**config.mk**
```make
export PLATFORM = sky130hd
export DESIGN_NAME = pipe_adder_flat
export DESIGN_NICKNAME = d
export VERILOG_FILES = /design/src/rtl/pipe_adder_if.sv /design/src/rtl/pipe_adder.sv /design/src/flat_wrapper.sv
export SDC_FILE = /design/constraint.sdc
export NUM_CORES = 1
export LEC_CHECK = 0
export BUFFER_PORTS_ARGS = -buffer_cell sky130_fd_sc_hd__buf_2
export CORE_AREA = 10 10 64 93
export CTS_BUF_LIST = sky130_fd_sc_hd__clkbuf_16
export DETAILED_ROUTE_END_ITERATION = 8
export DIE_AREA = 0 0 74 103
export GPL_ROUTABILITY_DRIVEN = 0
export PLACE_DENSITY = 0.83
export SLEW_MARGIN = 20
export SYNTH_ARGS = -nofsm -noshare
export SYNTH_HDL_FRONTEND = slang
export SYNTH_SLANG_ARGS = --single-unit
```
**constraint.sdc**
```tcl
create_clock -name clk -period 3.4 [get_ports clk]
set_input_delay 0.17 -clock clk [delete_from_list [all_inputs] [get_ports clk]]
set_output_delay 0.17 -clock clk [all_outputs]
set_load 0.01 [all_outputs]
```
**src/rtl/pipe_adder_if.sv**
```systemverilog
// pipe_adder_if: operand/result handshake bundle for pipe_adder.
// master = producer of operands / consumer of results, slave = the adder.
// The ovf signal exists only when PIPE_ADDER_OVF_EN is defined.
interface pipe_adder_if #(
  parameter int WIDTH = 16,
  parameter int OFF_W = 16
);
  logic             in_valid;
  logic             in_ready;
  logic [WIDTH-1:0] a;
  logic [OFF_W-1:0] b;
  logic             op_sub;
  logic             out_valid;
  logic             out_ready;
  logic [WIDTH-1:0] o;
  logic             carry_out;
`ifdef PIPE_ADDER_OVF_EN
  logic             ovf;

  modport master (output in_valid, a, b, op_sub, out_ready,
                  input  in_ready, out_valid, o, carry_out, ovf);
  modport slave  (input  in_valid, a, b, op_sub, out_ready,
                  output in_ready, out_valid, o, carry_out, ovf);
`else
  modport master (output in_valid, a, b, op_sub, out_ready,
                  input  in_ready, out_valid, o, carry_out);
  modport slave  (input  in_valid, a, b, op_sub, out_ready,
                  output in_ready, out_valid, o, carry_out);
`endif
endinterface

```
**src/rtl/pipe_adder.sv**
```systemverilog
// pipe_adder: carry-chained adder/subtractor split into STAGES chunks of
// WIDTH/STAGES bits. Stage k adds chunk k using the carry registered by
// stage k-1; the last stage register is the output register.
// Optional signed-overflow flag enabled by defining PIPE_ADDER_OVF_EN.
module pipe_adder #(
  parameter int WIDTH  = 16,
  parameter int OFF_W  = 16,
  parameter int STAGES = 2
) (
  input  logic         clk,
  input  logic         rst_n,
  pipe_adder_if.slave  bus
);
  localparam int C    = WIDTH / STAGES;
  localparam int LAST = STAGES - 1;
  // operand copies are only needed by stages that still have chunks to add
  localparam int OPS  = (STAGES > 1) ? STAGES - 1 : 1;

  if (WIDTH < 4 || WIDTH > 64 || OFF_W < 1 || OFF_W > WIDTH ||
      STAGES < 1 || STAGES > 4 || (WIDTH % STAGES) != 0) begin : gParamErr
    $error("pipe_adder: illegal WIDTH/OFF_W/STAGES combination");
  end

  logic                en;
  logic [STAGES-1:0]   vldPipe;
  logic [STAGES-1:0]   rCy;
  logic [WIDTH-1:0]    rRes [STAGES];
  logic [WIDTH-1:0]    rA   [OPS];
  logic [WIDTH-1:0]    rB   [OPS];
  logic [OPS-1:0]      rSub;

  logic                curVld [STAGES];
  logic                curSub [STAGES];
  logic                curCy  [STAGES];
  logic [WIDTH-1:0]    curA   [STAGES];
  logic [WIDTH-1:0]    curB   [STAGES];
  logic [WIDTH-1:0]    curRes [STAGES];
  logic [WIDTH-1:0]    nxtRes [STAGES];
  logic [C:0]          sum    [STAGES];
  logic signed [OFF_W-1:0] bSgn;

  assign en           = !bus.out_valid || bus.out_ready;
  assign bus.in_ready = en;
  assign bSgn         = bus.b;

  for (genvar k = 0; k < STAGES; k++) begin : gStage
    if (k == 0) begin : gIn
      assign curVld[k] = bus.in_valid;
      assign curA[k]   = bus.a;
      assign curB[k]   = WIDTH'(bSgn);
      assign curSub[k] = bus.op_sub;
      assign curRes[k] = '0;
      assign curCy[k]  = bus.op_sub;
    end else begin : gChain
      assign curVld[k] = vldPipe[k-1];
      assign curA[k]   = rA[k-1];
      assign curB[k]   = rB[k-1];
      assign curSub[k] = rSub[k-1];
      assign curRes[k] = rRes[k-1];
      assign curCy[k]  = rCy[k-1];
    end
    // chunk k of a + (b or ~b) + incoming carry
    assign sum[k] = {1'b0, curA[k][k*C +: C]}
                  + {1'b0, curB[k][k*C +: C] ^ {C{curSub[k]}}}
                  + (C+1)'(curCy[k]);
    assign nxtRes[k] = curRes[k] | (WIDTH'(sum[k][C-1:0]) << (k*C));
  end

  // stage registers: all advance together on en, cleared by reset
  always_ff @(posedge clk or negedge rst_n) begin
    if (!rst_n) begin
      vldPipe <= '0;
      rCy     <= '0;
      rSub    <= '0;
      for (int k = 0; k < STAGES; k++) rRes[k] <= '0;
      for (int k = 0; k < OPS; k++) begin
        rA[k] <= '0;
        rB[k] <= '0;
      end
    end else if (en) begin
      for (int k = 0; k < STAGES; k++) begin
        vldPipe[k] <= curVld[k];
        rRes[k]    <= nxtRes[k];
        rCy[k]     <= sum[k][C];
      end
      for (int k = 0; k < STAGES - 1; k++) begin
        rA[k]   <= curA[k];
        rB[k]   <= curB[k];
        rSub[k] <= curSub[k];
      end
    end
  end

  assign bus.out_valid = vldPipe[LAST];
  assign bus.o         = rRes[LAST];
  assign bus.carry_out = rCy[LAST];

`ifdef PIPE_ADDER_OVF_EN
  logic rOvf, ovfNxt, aMsb, bMsb, rMsb;
  assign aMsb   = curA[LAST][WIDTH-1];
  assign bMsb   = curB[LAST][WIDTH-1] ^ curSub[LAST];
  assign rMsb   = sum[LAST][C-1];
  assign ovfNxt = (aMsb == bMsb) && (rMsb != aMsb);

  // signed overflow flag, registered alongside the final result chunk
  always_ff @(posedge clk or negedge rst_n) begin
    if (!rst_n)  rOvf <= 1'b0;
    else if (en) rOvf <= ovfNxt;
  end
  assign bus.ovf = rOvf;
`endif
endmodule

```
**src/flat_wrapper.sv**
```systemverilog
// flat-port wrapper written by rule: the top's interface ports become plain ports
module pipe_adder_flat 
#(
  parameter int WIDTH  = 16,
  parameter int OFF_W  = 16,
  parameter int STAGES = 2
)
  (clk, rst_n, bus_in_valid, bus_a, bus_b, bus_op_sub, bus_out_ready, bus_in_ready, bus_out_valid, bus_o, bus_carry_out);
  pipe_adder_if #(.WIDTH(WIDTH), .OFF_W(OFF_W)) bus_i ();
  input  logic clk;
  input  logic rst_n;
  input wire logic [$bits(bus_i.in_valid)-1:0] bus_in_valid;
  input wire logic [$bits(bus_i.a)-1:0] bus_a;
  input wire logic [$bits(bus_i.b)-1:0] bus_b;
  input wire logic [$bits(bus_i.op_sub)-1:0] bus_op_sub;
  input wire logic [$bits(bus_i.out_ready)-1:0] bus_out_ready;
  output wire logic [$bits(bus_i.in_ready)-1:0] bus_in_ready;
  output wire logic [$bits(bus_i.out_valid)-1:0] bus_out_valid;
  output wire logic [$bits(bus_i.o)-1:0] bus_o;
  output wire logic [$bits(bus_i.carry_out)-1:0] bus_carry_out;
  assign bus_i.in_valid = bus_in_valid;
  assign bus_i.a = bus_a;
  assign bus_i.b = bus_b;
  assign bus_i.op_sub = bus_op_sub;
  assign bus_i.out_ready = bus_out_ready;
  assign bus_in_ready = bus_i.in_ready;
  assign bus_out_valid = bus_i.out_valid;
  assign bus_o = bus_i.o;
  assign bus_carry_out = bus_i.carry_out;
  pipe_adder #(.WIDTH(WIDTH), .OFF_W(OFF_W), .STAGES(STAGES)) u_core (.clk(clk), .rst_n(rst_n), .bus(bus_i));
endmodule
```
; ---- Yosys cells after proc, flatten, opt, wreduce, memory -nomap -nowiden
; Cells that the tools add are included.
[classes]
addsub = 4
n_reduce_logical = 2
div_mod_pow = 0
mux = 0
magnitude_cmp = 0
n_shift = 0
eq_ne = 0
bitwise = 3
mul = 0
[ops]
columns = cell, count
row1 = adder 8 x 8 -> 9 bit, 2
row2 = adder 9 x 1 -> 9 bit, 2
row3 = OR 8 x 16 -> 16 bit, 1
row4 = XOR 8 bit, 2
row5 = logical NOT 1 bit, 1
row6 = logical OR 1 bit, 1
[word_totals]
mem_bits_ro = 0
input_bits = 37
out_inout_bits = 19
elab_cells = 16
memories = 0
reg_bits = 61
latchBits = 0
ram_bits = 0

; ---- Logic depth before layout (Yosys ltp)
; Gate-level depths: netlist (run 1).
[depth]
word_depth = 4
depth_mapped = 9
ltp_nobuf = 8

; ---- Least setup slack after synthesis (run 1)
; No wires, ideal clock.
[synth_timing]
path_kind = register -> register
startpoint = reg u_core.rSub
endpoint = reg u_core.rRes, in the netlist u_core.bus.o[14]
period_less_slack_ps = 2157
t_required_ps = 3305
path_stages_with_launch = 10
path_buffers = 1
slack_ps = 1243
t_arrival_ps = 2062
setup_time_ps = 95
cell_sequence = dfrtp_1 -> buf_2 -> xnor2_1 -> fa_1 -> fa_1 -> nor2b_1 -> o21ai_0 -> a21oi_1 -> nor3_1 -> o31ai_1
[synth_via]
elab_chain_cells = 4
[synth_lines]
columns = item, line
row1 = from (decl), pipe_adder.sv:30  ; logic [OPS-1:0] rSub;
row2 = "from (signal, indexed assignment)", pipe_adder.sv:89  ; rSub[k] <= curSub[k];
row3 = XOR 8 bit, pipe_adder.sv:64  ; + {1'b0, curB[k][k*C +: C] ^ {C{curSub[k]}}}
row4 = adder 8 x 8 -> 9 bit, pipe_adder.sv:64
row5 = adder 9 x 1 -> 9 bit, pipe_adder.sv:65  ; + (C+1)'(curCy[k]);
row6 = OR 8 x 16 -> 16 bit, pipe_adder.sv:66  ; assign nxtRes[k] = curRes[k] | (WIDTH'(sum[k][C-1:0]) << (k*C));
row7 = "to (signal, indexed assignment)", pipe_adder.sv:83  ; rRes[k] <= nxtRes[k];
row8 = to (decl), pipe_adder.sv:27  ; logic [WIDTH-1:0] rRes [STAGES];
; No other way between the ends.
; A chain may end at the register's enable or synchronous reset.

; ---- Final worst setup path (run 1)
[layout_timing]
startpoint = reg u_core.rSub
endpoint = reg u_core.rCy[1]
[layout_via]
elab_chain_cells = 3
[layout_lines]
columns = item, line
row1 = XOR 8 bit, pipe_adder.sv:64
row2 = adder 8 x 8 -> 9 bit, pipe_adder.sv:64
row3 = adder 9 x 1 -> 9 bit, pipe_adder.sv:65
row4 = "to (signal, indexed assignment)", pipe_adder.sv:84  ; rCy[k] <= sum[k][C];
row5 = to (decl), pipe_adder.sv:26  ; logic [STAGES-1:0] rCy;
; No other way between the ends.

==> results of run 1 <==
-- cell families (layout without fill, tap and decap cells) --
kind of cell	after synthesis	in the layout	share of synthesized area, %
adders and majority gates	17	17	9.67
muxes	2	2	0.977
buffers and inverters	20	72	3.65
DFF	45	45	46.3
and+or+nand+nor	114	114	19.3
xor gates and xnor gates	22	22	7.92
AOI/OAI and AO/OA	47	47	12.2
-- synth_stat cells, types with 3 or more instances --
cell type,instances,area share (%)
nand2_1,83,13
dfrtp_1,45,46
xor2_1,17,6.1
a21oi_1,14,2.9
ha_1,14,7.2
nor2_1,14,2.2
o21ai_0,10,2.1
inv_1,8,1.2
clkbuf_1,6,0.93
buf_2,5,1.0
xnor2_1,5,1.8
nand2b_1,4,1.0
o21a_1,4,1.2
o31ai_1,4,1.2
fa_1,3,2.5
nor2b_1,3,0.77
nor3b_1,3,0.93
-- cell usage in the layout, fill, tap and decap left out, types with 3 or more instances in the layout --
cell type and count:
a21oi_1 14, buf_2 55, clkbuf_16 5, dfrtp_1 45
fa_1 3, ha_1 14, inv_1 9, nand2_1 83
nand2b_1 4, nor2_1 14, nor3b_1 3, o21a_1 4
o21ai_0 10, o31ai_1 4, xnor2_1 5, xor2_1 17
-- worst paths after layout --
check                                start          endpoint  slack [ns]  depth (start not counted)
hold reg to reg            u_core.bus.o[0]   u_core.bus.o[0]        0.46                          2
setup reg to reg               u_core.rSub     u_core.rCy[1]        0.98                          8
max in group asynchronous            rst_n     u_core.rCy[1]        2.77                          1
min in group clk                 bus_b[13]     u_core.rB[13]        0.08                          3
hold / removal                       rst_n  u_core.curRes[3]        0.04                          1
setup / recovery               u_core.rSub     u_core.rCy[1]        0.98                          8
-- per-stage QoR --
stage / power (mW) / hold slack, ns / cell area (um2) / utilization, %
4_1_cts: 1.85 / 0.0798 / 2860 / 65.1
3_3_place_gp: 1.38 / 0.368 / 2730 / 62.1
2_1_floorplan: 1.19 / -0.126 / 2430 / -
6_report: 1.83 / 0.0392 / 2860 / 65.1
5_1_grt: 1.97 / 0.0808 / 2860 / 65.1
3_5_place_dp: 1.41 / 0.369 / 2730 / 62.1
-- critical path: cells and delay by family, from the launching register on --
kind / cells / cell delay, ns
DFF: 1 / 0.60
and+or+nand+nor: 2 / 0.24
AOI/OAI and AO/OA: 3 / 0.52
adders and majority gates: 2 / 0.84
xor gates and xnor gates: 1 / 0.16
-- routing by layer --
metal | GRT usage (%) | vias up | routed length (um)
li1 | - | 975 | -
met1 | 14.2 | 908 | 1860
met2 | 25.9 | 39 | 2860
met3 | 4.24 | 7 | 267
met4 | 6.62 | 0 | 114
met5 | 0 | - | 0
-- power by group --
| group | internal [mW] | switching (mW) | leakage (nW) | total, mW |
|---|---|---|---|---|
| Clock | 0.262 | 0.179 | 0.0685 | 0.442 |
| Sequential | 0.679 | 0.0802 | 0.533 | 0.759 |
| Combinational | 0.282 | 0.349 | 0.878 | 0.631 |
-- sequential cells by signal (all words and copies together), names as in the netlist --
signal	cells
u_core.bus.o	16
u_core.curRes	8
u_core.rA	8
u_core.rB	8
u_core.rCy	2
u_core.vldPipe	2
u_core.rSub	1
-- cell type report --
| cell class | count | area (um2) | share of cell area (%) |
|---|---|---|---|
| multi-input cells | 202 | 1220 | 42.7 |
| flip-flops and latches | 45 | 1130 | 39.4 |
| repair buffers | 57 | 290 | 10.1 |
| clock buffers | 5 | 125 | 4.37 |
| well taps | 48 | 60.1 | 2.10 |
| inverters | 8 | 30.0 | 1.05 |
| clock inverters | 2 | 7.51 | 0.262 |
==> impl_metrics.yaml, run 1 <==
yosys:
  synth-async-reset-ratio_pct: 100
  avgSynthCellArea_um2: 9.11
  synth_cell_types: 36
  seq_area_frac_synth_pct: 46.3
  synthesis.area_um2: 2430
  netlist_instances: 267
  syn_nets: 321
  ys_ff_latch: 45
  synth_flop_cell: "dfrtp_1"
  ys_warn_count: 0
  synth_edf_count: 0
cells_and_area:
  finalNetCount: 373
  drive_gt1_share_pct: 20.7
  syn_to_final_growth_pct: 17.5
  final_cells: 367
  fill_cells: 370
  num_antenna_cells: 0
sta:
  finalSetupTns_ns: 0
  fmax_mhz: 412
  final.setup_skew_ns: 0.00435
  maxSlewViolCount: 0
  min_period_ns: 2.42
  rsz0062_at_grt: "no"
  fin_ws_ns: 0.975
  hold_viol_final: 0
  setup-violations-final: 0
  period_share_pct: 71.3
  worstMarginPinSlew_ns: 0.955
  relSlewSlack_pct: 36.3
global_routing:
  grt_pass1_wl_um: 8600
  antenna_found_initial: 0
  overflow: 0
  grt_max_degree: 46
  grt_use_total_pct: 14.2
  grt_pass1_vias: 1992
floorplanning:
  die_h_um: 103
  num_rows: 30
  die_x_um: 74
  die_area_um2: 7620
  start_util_pct: 55.4
  core_area_um2: 4390
  io_pins: 56
run:
  maxCapViolations: 0
clocking:
  cts_hold_buffers: 0
  cts_resized: 0
  cts_setup_buffers: 0
  worst_skew_pair.late_latency_ns: 0.28
  clk_pin_slew_ns: 0.06
  cts.sinks: 45
  cts_buffers: 5
  cts_buffer_depth: 2
  cts_tree: "yes"
  cts_max_level: 2
  clockRootBuffer: "clkbuf_16"
routing:
  drt_wl_total_um: 5110
  first_pass_iters: 4
  drc: 0
  vias_per_cell: 5.26
  vias: 1929
  ant_nets: 0
  drt_iter0_drc: 92
  wl_per_cell_um: 13.9
status:
  status: "completed"
placement:
  portBuffers: 55
  place_ws_ns: 1.02
  dp_cells: 360
  post-dp-hpwl_um: 3900
setup_path:
  path_cells: "xnor2_1 -> fa_1 -> fa_1 -> nor2b_1 -> o21ai_0 -> a21oi_1 -> o311ai_0 -> nand3_1"
  crit_fanout: 9
  startpoint_type: "flip-flop"
  criticalPathCategory: "flip-flop to flip-flop"
  cp_slowest_cell: "dfrtp_1"
  end_kind: "flip-flop"
  slowest_delay_ns: 0.60
  critPathMostFrequentCell: "fa_1"
  arrival_ns: 2.64
  worstPathRequired_ns: 3.61
power_and_ir_drop:
  peakVddDrop_uv: 488
  leakage_nw: 1.48
  powerDensity_nw_per_um2: 640
hold_path:
  hp-class: "primary input to asynchronous set/reset pin"
Power figures use the tool's default switching activity.
==> run 2: changes to the inputs <==
Settings changed: ABC_AREA from default to 1, CORE_AREA 10 10 64 93 to 10 10 67 97, DIE_AREA 0 0 74 103 to 0 0 77 107, PLACE_DENSITY 0.83 to 0.78.
Clock period 3.4 ns to 2.55 ns, I/O delays scaled along.
==> impl_metrics.yaml, run 2 <==
status:
  status: "complete, but fails checks"
  failed_checks: "hold timing"
yosys:
  synth_edf_count: 0
  synth-async-reset-ratio_pct: 100
  synth_cell_types: 29
  netlist_instances: 308
  avgSynthCellArea_um2: 8.16
  yosysTopAreaCell: "dfrtp_1"
  seq_area_frac_synth_pct: 44.8
  ys_ff_latch: 45
  synth_top_area_share_pct: 44.8
  synth_flop_cell: "dfrtp_1"
  synthesis.area_um2: 2510
  ys_warn_count: 0
  synth_area_leaders: "dfrtp_1, nand2_1, ha_1, xor2_1, inv_1"
  netlist_top_cells_count: "nand2_1, dfrtp_1, inv_1, ha_1"
  syn_nets: 362
  yosysMostFrequentCell: "nand2_1"
cells_and_area:
  fill_cells: 443
  mostFrequentLayoutCell: "nand2_1"
  drive_gt1_share_pct: 21.6
  largest_reg_flops: 16
  final_cells: 427
  num_antenna_cells: 0
  final_cell_mix: "nand2_1, buf_2, dfrtp_1"
  finalNetCount: 415
  syn_to_final_growth_pct: 18.8
routing:
  vias: 2023
  wl_per_cell_um: 12.1
  vias_per_cell: 4.74
  drt_iter0_drc: 121
  first_pass_iters: 4
  drt_wl_total_um: 5190
  drc: 0
  ant_nets: 0
clocking:
  clockRootBuffer: "clkbuf_16"
  cts_hold_buffers: 0
  cts_tree: "yes"
  cts_buffers: 5
  cts_resized: 0
  cts_setup_buffers: 0
  cts_max_level: 2
  cts.sinks: 45
  worst_skew_pair.late_latency_ns: 0.28
  clk_pin_slew_ns: 0.06
  cts_buffer_depth: 2
setup_path:
  end_kind: "flip-flop"
  r2r_slack_ns: 0.53
  rr_worst_depth: 9
  arrival_ns: 2.19
  criticalPathCategory: "flip-flop to flip-flop"
  worstPathRequired_ns: 2.72
  r2r-start: "u_core.rSub"
  crit_fanout: 3
  startpoint_type: "flip-flop"
  critical_path.startpoint: "u_core.rSub"
  r2r_end: "u_core.bus.o[14]"
sta:
  setup-violations-final: 0
  hold-worst-slack_ns: -0.00579
  period_share_pct: 79.2
  min_period_ns: 2.02
  relSlewSlack_pct: 36.6
  fmax_mhz: 495
  maxSlewViolCount: 0
  worstMarginPinSlew_ns: 0.952
  finalSetupTns_ns: 0
  hold_viol_final: 3
  final.setup_skew_ns: 0.00483
  rsz0062_at_grt: "no"
floorplanning:
  core_area_um2: 4770
  num_rows: 31
  io_pins: 56
  die_h_um: 107
  die_x_um: 77
  die_area_um2: 8240
  start_util_pct: 52.7
global_routing:
  overflow: 0
  antenna_found_initial: 0
  grt_use_total_pct: 13.3
  grt_pass1_vias: 2122
  grt_pass1_wl_um: 9200
  grt_max_degree: 47
power_and_ir_drop:
  peakVddDrop_uv: 538
  powerDensity_nw_per_um2: 874
  leakage_nw: 1.65
placement:
  post-dp-hpwl_um: 3780
  portBuffers: 55
  dp_cells: 420
hold_path:
  hp-class: "primary input to asynchronous set/reset pin"
run:
  maxCapViolations: 0
## run 2: logic make-up after synthesis
logic type | share of synthesized area [%]
AOI/OAI and AO/OA | 6.87
xor gates and xnor gates | 6.62
adders and majority gates | 9.36
buffers and inverters | 6.42
DFF | 44.8
and+or+nand+nor | 25.9
## run 2: worst max-delay path by stage
stage / slack [ns] / endpoint / depth (start not counted)
6_report: 0.53 / u_core.bus.o[14] / 9
2_1_floorplan: 0.48 / u_core.bus.o[14] / 10
3_3_place_gp: 0.58 / u_core.bus.o[14] / 9
4_1_cts: 0.52 / u_core.bus.o[14] / 9
3_5_place_dp: 0.52 / u_core.bus.o[14] / 9
5_1_grt: 0.36 / u_core.bus.o[14] / 9
## run 2: stage by stage
step | util, % | area [um2] | power (mW) | setup slack [ns]
2_1_floorplan | - | 2510 | 1.63 | 0.481
3_3_place_gp | 59.2 | 2830 | 1.89 | 0.581
3_5_place_dp | 59.2 | 2830 | 1.92 | 0.523
4_1_cts | 62.6 | 2990 | 2.64 | 0.518
5_1_grt | 62.6 | 2990 | 2.81 | 0.355
6_report | 62.6 | 2990 | 2.61 | 0.531
## run 2: report_power, final
part	internal, mW	total [mW]	switching [mW]
clock network	0.454	0.704	0.250
registers	0.902	0.999	0.0970
logic	0.377	0.906	0.530
## run 2: layout make-up
type	count	area, um2	area share [%]
inverter	25	96.3	3.23
clock inverter	2	35.0	1.17
clock buffer	5	125	4.19
tap	66	82.6	2.77
sequential	45	1130	37.7
multi-input combinational	227	1230	41.2
timing repair buffer	57	290	9.72
## run 2: worst max-delay path, stage by stage (launching register included)
cell and delay, ns:
dfrtp_1 0.39, xnor2_1 0.14, fa_1 0.42, fa_1 0.43, o21ai_2 0.18, nand2_1 0.10
nand2_1 0.07, nand2_1 0.05, nand3_1 0.06, nand2_1 0.06
## run 2: routing by layer
layer  wire length, um  up-vias  global-route usage (%)  part of all wire, %
met5                 0        -                       0                    0
met4                79        0                    5.89                  1.5
met3               300        6                    3.43                  5.8
met2              2490       44                    22.3                   48
met1              2320      906                    15.5                   45
li1                  -     1067                       -                    -
